--- src/rtl/speedpong_pkg.sv ---
// Shared types and constants for the speedPong input path.
package speedpong_pkg;

    typedef enum logic [1:0] {
        RELEASED,
        ARM_PRESS,
        HELD,
        ARM_RELEASE
    } debounce_state_t;

    localparam logic BTN_RELEASED_LVL = 1'b1;

    // Debounced level: the qualified state, not the candidate being armed.
    function automatic logic state_is_pressed(debounce_state_t s);
        return (s == HELD) || (s == ARM_RELEASE);
    endfunction

endpackage

--- src/rtl/button_conditioner_if.sv ---
// Raw button levels in, debounced levels and edge strobes out.
interface button_conditioner_if #(
    parameter int NUM_BTNS = 4
);
    logic [NUM_BTNS-1:0] btn_raw;
    logic [NUM_BTNS-1:0] pressed;
    logic [NUM_BTNS-1:0] press_pulse;
    logic [NUM_BTNS-1:0] release_pulse;
    logic                any_pressed;

    modport master (
        output btn_raw,
        input  pressed, press_pulse, release_pulse, any_pressed
    );

    modport slave (
        input  btn_raw,
        output pressed, press_pulse, release_pulse, any_pressed
    );
endinterface

--- src/rtl/debounce_channel.sv ---
// One button: 2-flop synchronizer, qualification FSM with counter, edge strobes.
module debounce_channel
    import speedpong_pkg::*;
#(
    parameter  int DEBOUNCE_CYCLES = 500000,
    localparam int CNT_W           = $clog2(DEBOUNCE_CYCLES)
) (
    input  logic clk,
    input  logic reset,
    input  logic btn_raw_i,
    output logic pressed_o,
    output logic press_pulse_o,
    output logic release_pulse_o
);

    localparam logic [CNT_W-1:0] CNT_MAX = CNT_W'(DEBOUNCE_CYCLES - 1);
    localparam logic [CNT_W-1:0] CNT_ONE = CNT_W'(1);

    logic            s1_q, s2_q;
    debounce_state_t state_q, state_d;
    logic [CNT_W-1:0] cnt_q, cnt_d;
    logic            press_pulse_q, press_pulse_d;
    logic            release_pulse_q, release_pulse_d;

    always_ff @(posedge clk or posedge reset) begin
        if (reset) begin
            s1_q <= BTN_RELEASED_LVL;
            s2_q <= BTN_RELEASED_LVL;
        end else begin
            s1_q <= btn_raw_i;
            s2_q <= s1_q;
        end
    end

    always_ff @(posedge clk or posedge reset) begin
        if (reset) begin
            state_q         <= RELEASED;
            cnt_q           <= '0;
            press_pulse_q   <= 1'b0;
            release_pulse_q <= 1'b0;
        end else begin
            state_q         <= state_d;
            cnt_q           <= cnt_d;
            press_pulse_q   <= press_pulse_d;
            release_pulse_q <= release_pulse_d;
        end
    end

    // Any disagreeing sample drops straight back to the settled state: no partial credit.
    always_comb begin
        state_d         = state_q;
        cnt_d           = cnt_q;
        press_pulse_d   = 1'b0;
        release_pulse_d = 1'b0;
        case (state_q)
            RELEASED: begin
                if (s2_q != BTN_RELEASED_LVL) begin
                    state_d = ARM_PRESS;
                    cnt_d   = CNT_ONE;
                end else begin
                    cnt_d   = '0;
                end
            end
            ARM_PRESS: begin
                if (s2_q == BTN_RELEASED_LVL) begin
                    state_d = RELEASED;
                    cnt_d   = '0;
                end else if (cnt_q == CNT_MAX) begin
                    state_d       = HELD;
                    cnt_d         = '0;
                    press_pulse_d = 1'b1;
                end else begin
                    cnt_d = cnt_q + CNT_ONE;
                end
            end
            HELD: begin
                if (s2_q == BTN_RELEASED_LVL) begin
                    state_d = ARM_RELEASE;
                    cnt_d   = CNT_ONE;
                end else begin
                    cnt_d   = '0;
                end
            end
            ARM_RELEASE: begin
                if (s2_q != BTN_RELEASED_LVL) begin
                    state_d = HELD;
                    cnt_d   = '0;
                end else if (cnt_q == CNT_MAX) begin
                    state_d         = RELEASED;
                    cnt_d           = '0;
                    release_pulse_d = 1'b1;
                end else begin
                    cnt_d = cnt_q + CNT_ONE;
                end
            end
            default: begin
                state_d = RELEASED;
                cnt_d   = '0;
            end
        endcase
    end

    assign pressed_o       = state_is_pressed(state_q);
    assign press_pulse_o   = press_pulse_q;
    assign release_pulse_o = release_pulse_q;

endmodule

--- src/rtl/button_conditioner.sv ---
// Synchronizes and debounces NUM_BTNS active-low buttons into clean active-high levels and strobes.
module button_conditioner
    import speedpong_pkg::*;
#(
    parameter int NUM_BTNS        = 4,
    parameter int DEBOUNCE_CYCLES = 500000
) (
    input  logic clk,
    input  logic reset,
    button_conditioner_if.slave bus
);

    logic [NUM_BTNS-1:0] pressed_w;
    logic [NUM_BTNS-1:0] press_pulse_w;
    logic [NUM_BTNS-1:0] release_pulse_w;

    for (genvar g = 0; g < NUM_BTNS; g++) begin : g_ch
        debounce_channel #(
            .DEBOUNCE_CYCLES (DEBOUNCE_CYCLES)
        ) u_ch (
            .clk             (clk),
            .reset           (reset),
            .btn_raw_i       (bus.btn_raw[g]),
            .pressed_o       (pressed_w[g]),
            .press_pulse_o   (press_pulse_w[g]),
            .release_pulse_o (release_pulse_w[g])
        );
    end

    assign bus.pressed       = pressed_w;
    assign bus.press_pulse   = press_pulse_w;
    assign bus.release_pulse = release_pulse_w;
    assign bus.any_pressed   = |pressed_w;

endmodule

--- src/flat_wrapper.sv ---
// flat-port wrapper written by rule: the top's interface ports become plain ports
module button_conditioner_flat import speedpong_pkg::*;
#(
    parameter int NUM_BTNS        = 4,
    parameter int DEBOUNCE_CYCLES = 500000
)
  (clk, reset, bus_btn_raw, bus_pressed, bus_press_pulse, bus_release_pulse, bus_any_pressed);
  button_conditioner_if #(.NUM_BTNS(NUM_BTNS)) bus_i ();
  input  logic clk;
  input  logic reset;
  input wire logic [$bits(bus_i.btn_raw)-1:0] bus_btn_raw;
  output wire logic [$bits(bus_i.pressed)-1:0] bus_pressed;
  output wire logic [$bits(bus_i.press_pulse)-1:0] bus_press_pulse;
  output wire logic [$bits(bus_i.release_pulse)-1:0] bus_release_pulse;
  output wire logic [$bits(bus_i.any_pressed)-1:0] bus_any_pressed;
  assign bus_i.btn_raw = bus_btn_raw;
  assign bus_pressed = bus_i.pressed;
  assign bus_press_pulse = bus_i.press_pulse;
  assign bus_release_pulse = bus_i.release_pulse;
  assign bus_any_pressed = bus_i.any_pressed;
  button_conditioner #(.NUM_BTNS(NUM_BTNS), .DEBOUNCE_CYCLES(DEBOUNCE_CYCLES)) u_core (.clk(clk), .reset(reset), .bus(bus_i));
endmodule
--- config.mk ---
export PLATFORM = sky130hd
export DESIGN_NAME = button_conditioner_flat
export DESIGN_NICKNAME = d
export VERILOG_FILES = /design/src/rtl/speedpong_pkg.sv /design/src/rtl/button_conditioner_if.sv /design/src/rtl/debounce_channel.sv /design/src/rtl/button_conditioner.sv /design/src/flat_wrapper.sv
export SDC_FILE = /design/constraint.sdc
export NUM_CORES = 1
export LEC_CHECK = 0
export ABC_AREA = 1
export CORE_ASPECT_RATIO = 0.9
export CORE_MARGIN = 2
export CORE_UTILIZATION = 40
export CTS_CLUSTER_DIAMETER = 80
export CTS_CLUSTER_SIZE = 40
export DETAILED_ROUTE_END_ITERATION = 6
export HOLD_SLACK_MARGIN = 0.06
export SYNTH_ARGS = -nofsm -noshare
export SYNTH_HDL_FRONTEND = slang
export SYNTH_SLANG_ARGS = --single-unit
--- constraint.sdc ---
create_clock -name clk -period 3.89 [get_ports clk]
set_clock_uncertainty 0.2 [all_clocks]
set_input_delay 0.389 -clock clk [delete_from_list [all_inputs] [get_ports clk]]
set_output_delay 0.389 -clock clk [all_outputs]
set_load 0.02 [all_outputs]
==> summary by stage, run 1 <==
GRT
The via count of the first global-routing pass came to 3966. The number of antenna violations at the first check in global routing came to 0. The largest net degree at the start of global routing is 90. The global-route wire length before repair is 18300 µm. After global routing the overflow that remains totals 0. The all-layer global routing usage is 0.157.

Timing
After layout, the worst setup slack is 1680 ps. The tightest slew margin relative to the limit is 0.276. Setup repair after global routing left no endpoint under its margin.

Derived from the worst setup path, the maximum achievable clock frequency is 0.452 GHz. Setup total negative slack on the finished layout was measured at 0 ps. In the finished design, the share of the clock period the worst path needs comes to 0.569. The time the final worst path needs with I/O delays and setup is 2210 ps. Setup violations remaining at the end of the flow were counted as 0.

The slew at the pin with the worst max-slew slack is 1090 ps. The hold violation count in the final report is 0. The number of pins with negative max-slew slack in the final report is 0.

Clocking
The post-CTS repair timing setup buffer count is 0. The buffer levels on the longest clock path is 2. The tree is rooted in a clkbuf_16. TritonCTS built the clock tree. After clock tree synthesis, the flow added hold-fix buffers numbering 0. For the worst-skew pair, the clock arrives at the later sink with an insertion delay of 340 ps. The H-tree depth is 3. The register clock-pin slew on the reported worst setup and hold paths is 70 ps.

The number of sinks handled by clock tree synthesis is 100. The total CTS buffers is 9. The quantity of gates resized following cts is 0.

Worst setup path
The highest-delay cell along the critical path is clkdlybuf4s50_1. The critical path buffer and inverter count is 2. The maximum fanout count along the critical path is 5.

Walking the worst path, the cells encountered are inv_1 -> nand4_1 -> clkdlybuf4s50_1. At the worst endpoint, the arrival time is 1620 ps. The required time at the worst-slack endpoint is 3300 ps. The critical path start-end classification is flip-flop to output port.

The maximum cell stage delay along the critical path is 620 ps. The nature of the critical path endpoint is an output port. The total number of cells along the worst setup path is 3.

The setup slack of the worst register-to-register path is 1810 ps. Broken down by cell family, the worst path's largest delay share belongs to buffers and inverters. The worst register-to-register path has a depth of 8. The kind of start point of the critical path is a flip-flop.

Route
In the final routed layout, each cell accounts on average for 12.4 µm. Detailed routing inserted a total of 4079 vias. Before antenna repair, the detailed router went through 4 iterations. The via-per-instance ratio is 4.89. The remaining number of nets flagged by the antenna check after routing is 0. The number of remaining DRC errors is 0. Wires add up to 10400 µm. For this block, the initial DRC count from the detailed router was 343.

Finish
The cell area after layout is 5860 µm². The finished layout holds 835 standard cells, fillers aside. The total of fill cells in the finished design is 1244. The library cell used most frequently in the layout, excluding fill and tap cells, is nor2_1. The top cell types in the final layout, fill and taps aside, are 128 x nor2_1, 118 x nand2_1, 92 x dfrtp_1. The utilization after layout is 0.457.

The number of antenna diodes in the final layout is 0. The area growth from synthesis to final layout is 10.2%. In the final layout, the share of cells above drive strength 1 is 0.112. The number of nets in the final layout is 676.

Floorplan
The number of I/O pins is 19. The die outline area is 14200 µm². The initial core utilization is 0.414. The die is 126 µm wide. The site row count is 39. The height of the die is 113 µm. The total area inside the core boundary comes to 12800 µm².

Synth
The proportion of synthesized chip area in sequential cells is 0.472. For this run, the number of Yosys warnings is 0. The top cell type's share of synthesized area is 0.433.

The dominant register cell in the synthesized netlist is dfrtp_1. The largest area contributor in the synthesized netlist is dfrtp_1. The fraction of synthesis flops using an asynchronous set or reset pin is 1.00. The net count after synthesis is 669. The synthesized area divided by synthesized cell count is 8.07 µm².

After technology mapping, the gate count stands at 659. By area the synthesized netlist is led by dfrtp_1 43%, nor2_1 9.0%, nand2_1 8.3%. After synthesis the netlist holds a flip-flop and latch count of 100. The post-synth design cell area is 5320 µm². In this run, synthesis inferred 0 flip-flops with an integrated enable. The netlist uses 37 different library cells.

Status
The run finished with clean final reports.

Placement
The worst-case setup slack after placement is 1700 ps. The count of buffers added on input and output ports is 18. The number of instances in the placed design is 819.

The placed wire-length estimate after detailed placement is 7380 µm. The placed standard-cell area is 5550 µm². Routability-driven placement finished with a final weighted congestion of 0.850.

Worst hold path
The worst hold path stage count is 0. The type of the tightest min-delay check is flip-flop to flip-flop.

Run
The number of max-cap violations is 0.

Power and ir drop
The total power density per cell area is 464 nW/µm². The worst-case IR drop observed on VDD is 281 µV. The static leakage power is 0.00243 µW.
[per-stage QoR]
step | hold WS (ps) | power [µW]
after floorplan | 145 | 1730
after global placement | 146 | 1810
after detailed placement | 147 | 1830
after CTS | 158 | 2780
after global routing | 161 | 2910
final | 157 | 2720
[cell usage after synthesis (all sizes together) (5+ instances only)]
| master | count |
|---|---|
| nor3b | 7 |
| xnor2 | 5 |
| nor2 | 144 |
| nand4 | 15 |
| nand2 | 127 |
| xor2 | 24 |
| a21oi | 16 |
| o21ai | 15 |
| nand3b | 10 |
| inv | 72 |
| buf | 19 |
| nand3 | 50 |
| nor3 | 31 |
| dfstp | 8 |
| dfrtp | 92 |
[flip-flops by register name (all words and copies together), names as in the netlist, named ones only]
name / count
u_core.g_ch.u_ch.state_q: 4
u_core.g_ch.u_ch.press_pulse_o: 4
u_core.g_ch.u_ch.cnt_q: 76
u_core.g_ch.u_ch.s1_q: 4
u_core.g_ch.u_ch.release_pulse_o: 4
u_core.g_ch.u_ch.s2_q: 4
[worst paths after layout]
kind	startpoint	end
max in group asynchronous	reset	u_core.g_ch[0].u_ch.s1_q$_DFF_PP1_
min	u_core.g_ch[0].u_ch.s1_q$_DFF_PP1_	u_core.g_ch[0].u_ch.s2_q$_DFF_PP1_
min reg2reg	u_core.g_ch[0].u_ch.s1_q$_DFF_PP1_	u_core.g_ch[0].u_ch.s2_q$_DFF_PP1_
min in group asynchronous	reset	u_core.g_ch[3].u_ch.cnt_q[16]$_DFF_PP0_
max reg2reg	u_core.g_ch[1].u_ch.cnt_q[0]$_DFF_PP0_	flip-flop
max	flip-flop	bus_any_pressed
[cell type report]
class,instances,area [µm²],area share
Multi-Input combinational cell,463,2370,0.404
Clock inverter,6,71.3,0.0122
Timing Repair Buffer,19,188,0.0320
Tap cell,164,205,0.0350
Sequential cell,100,2510,0.429
Inverter,73,277,0.0472
Clock buffer,10,239,0.0408
[where the power goes]
| part | switching, µW | total, µW | internal (µW) | leakage, µW |
|---|---|---|---|---|
| combinational | 375 | 565 | 190 | 0.000941 |
| sequential | 96.7 | 1230 | 1130 | 0.00134 |
| clock | 403 | 925 | 522 | 0.000146 |
[cell families (layout without fill, tap and decap cells)]
logic type,Yosys count,count (layout),synth area share
simple gates,389,389,0.344
buf+inv,96,108,0.0819
xor+xnor,29,29,0.0478
fa+ha+maj,4,4,0.00941
compound gates,41,41,0.0445
flops,100,100,0.472
[per-layer routing]
| layer | wire [µm] | share of wire | global-route usage | up-vias |
|---|---|---|---|---|
| li1 | - | - | - | 2107 |
| met1 | 5190 | 0.50 | 0.216 | 1908 |
| met2 | 4690 | 0.45 | 0.248 | 58 |
| met3 | 386 | 0.037 | 0.0366 | 6 |
| met4 | 83 | 0.0080 | 0.0481 | 0 |
| met5 | 0 | 0 | 0 | - |
Note: power is estimated with default switching activity, not from simulation.
==> run 2, diff against run 1 <==
- clock period: 3.89 -> 2.2 ns (I/O delays scaled with it)
==> summary by stage, run 2 (synthesis gave the netlist of run 1 again) <==
Clocking
The total CTS buffers is 9 (unchanged). The cell chosen for the clock root is clkbuf_16. The register clock-pin slew on the reported worst setup and hold paths came to 70 ps (about the same).

The latest clock arrival within the worst-skew pair is 350 ps (about the same). The TritonCTS clock tree is done. The post-CTS repair timing setup buffer count is 0 (unchanged). The number of sinks handled by clock tree synthesis came to 100 (unchanged). The quantity of gates resized following cts was 0 (unchanged).

The hold buffer count at CTS was 1 (+1). The buffer levels on the longest clock path is 2 (unchanged). The H-tree depth was 3 (unchanged).

Floorplan
The number of I/O pins is 19 (unchanged). The die span in x came to 126 µm (unchanged). The core outline area was 12800 µm² (unchanged). The die outline area is 14200 µm² (unchanged). The site row count came to 39 (unchanged). The initial core utilization is 0.414 (unchanged).

The height of the die came to 113 µm (unchanged).

Placement
The placed wire-length estimate after detailed placement is 7420 µm (+0.57%). The final estimated routing congestion in global placement is 0.929 (+9.2%). The number of buffers added on ports is 18 (unchanged).

Finish
The sequential standard cell area was 2510 µm² (unchanged). Relative to the synthesized area, the layout overhead comes to 10.8%. The fraction of final layout cells with drive strength greater than 1 is 0.113 (+0.00115). More flip-flops sit in one register than any other, and that register is u_core.g_ch.u_ch.cnt_q. The library cell used most frequently in the layout, excluding fill and tap cells, is nor2_1.

The footprint of the multi-input gates is 2370 µm² (unchanged). The total of fill cells in the finished design is 1219 (-2.0%). The flip-flop count of the largest register, all copies and words added is 76 (unchanged). The top cell types in the final layout, fill and taps aside, are 128 x nor2_1, 118 x nand2_1, 92 x dfrtp_1. The number of antenna diodes is 0 (unchanged). The number of nets in the final layout is 678 (+0.30%).

Status
The flow ran to the end, and the final reports show no timing, DRC or antenna violations.

Route
The final wirelength came to 10400 µm (+0.29%). The remaining number of nets flagged by the antenna check after routing is 0 (unchanged). The count of routing violations after the opening detailed-route iteration came to 207 (-40%). The via-per-instance ratio is 4.85 (-0.65%). The number of remaining DRC errors came to 0 (unchanged).

The overall via count from detail_route came to 4062 (-0.42%). The per-cell routed wire length is 12.4 µm (about the same). The number of detailed-routing iterations run before antenna repair came to 4 (unchanged).

Power and ir drop
The worst voltage drop across the vdd grid is 422 µV (+50%). The logic gate share of total power came to 0.209 (about the same). The total power density per cell area is 820 nW/µm² (+77%). The share of total power in the clock network is 0.339 (about the same).

The switching portion of total power is 0.322 (+0.000904). The static leakage power came to 0.00244 µW (+0.51%). The proportion of power drawn by flip-flops and latches was 0.451 (about the same).

The switching power of the nets is 1560 µW (+78%). The internal power summed over all cells came to 3280 µW (+78%).

Worst hold path
The start point of the worst min-delay path is bus_btn_raw[1]. The type of the tightest min-delay check is input port to flip-flop.

Timing
Of the available clock period, the critical path in the final layout requires 0.947. The time the final worst path needs with I/O delays and setup is 2080 ps. Setup repair after global routing left no endpoint under its margin. The total setup violations reported at the end of the flow is 0 (unchanged).

The number of pins with negative max-slew slack in the final report was 0 (unchanged). The hold violation count in the final report is 0 (unchanged). Timing would allow up to 0.480 GHz. The tightest slew margin relative to the limit is 0.657 (+0.380).

The slew at the pin with the worst max-slew slack is 515 ps (-570 ps). The final total negative setup slack was 0 ps (unchanged). The final worst hold slack came to 77.4 ps (-79.6 ps).

Worst setup path
The worst register-to-register path begins at u_core.g_ch[2].u_ch.cnt_q[1]$_DFF_PP0_. STA classifies the critical path endpoint as an output port. The endpoint arrival time on the critical path was 1660 ps (+40 ps). The required time at the worst-slack endpoint was 1780 ps (-1520 ps). STA classifies the critical path startpoint as a flip-flop. The critical path start-end classification is flip-flop to output port. The maximum fanout count along the critical path is 5 (unchanged).

GRT
The all-layer global routing usage is 0.154 (-0.00328). The via count of the first global-routing pass was 3977 (+0.28%). The global-route wire length before repair came to 17900 µm (-2.1%). The largest net degree at the start of global routing was 101 (+12%).

The overflow left after global routing is 0 (unchanged). The number of antenna violations at the first check in global routing is 0 (unchanged).

Run
The number of max-cap violations came to 0 (unchanged).
[run 2: per-layer routing]
layer / track usage / part of all wire / wire (µm)
met5: 0 / 0 / 0
met4: 0.0467 / 0.010 / 108
met3: 0.0389 / 0.035 / 360
met2: 0.253 / 0.46 / 4790
met1: 0.201 / 0.49 / 5120
[run 2: power groups by stage]
stage	registers [µW]	clock network (µW)	logic (µW)
4_1_cts	2180	1700	1030
2_1_floorplan	2160	0	890
3_5_place_dp	2210	0	1030
3_3_place_gp	2200	0	1000
6_report	2180	1640	1010
5_1_grt	2210	1770	1170
[run 2: critical path: stages (launching register included)]
cell and delay (ps):
dfrtp_1 450, inv_1 130, nand4_1 130, clkdlybuf4s50_1 610
[run 2: final cells by class]
type,instances,area share
clock buffers,10,0.0405
clock inverters,6,0.0123
inverters,73,0.0471
multi-input cells,463,0.402
flip-flops and latches,100,0.426
well taps,164,0.0348
repair buffers,21,0.0369
[run 2: through the flow]
stage	cells	setup slack (ps)	total power (µW)	area, µm²	utilization
global route	837	29.8	5150	5900	0.459
finish	837	117	4840	5900	0.459
CTS	837	79.9	4910	5900	0.459
floorplan	659	597	3050	5320	-
global placement	820	399	3200	5570	0.434
detailed placement	820	311	3240	5570	0.434
[run 2: worst paths after layout]
kind | endpoint | slack, ps | cells past startpoint
min reg2reg | u_core.g_ch[1].u_ch.s2_q$_DFF_PP1_ | 160 | 0
min | u_core.g_ch[1].u_ch.s1_q$_DFF_PP1_ | 80 | 1
min in group asynchronous | u_core.g_ch[3].u_ch.cnt_q[13]$_DFF_PP0_ | 170 | 3
max in group asynchronous | u_core.g_ch[0].u_ch.s2_q$_DFF_PP1_ | 1240 | 3
max | bus_any_pressed | 120 | 3
max reg2reg | flip-flop | 300 | 8
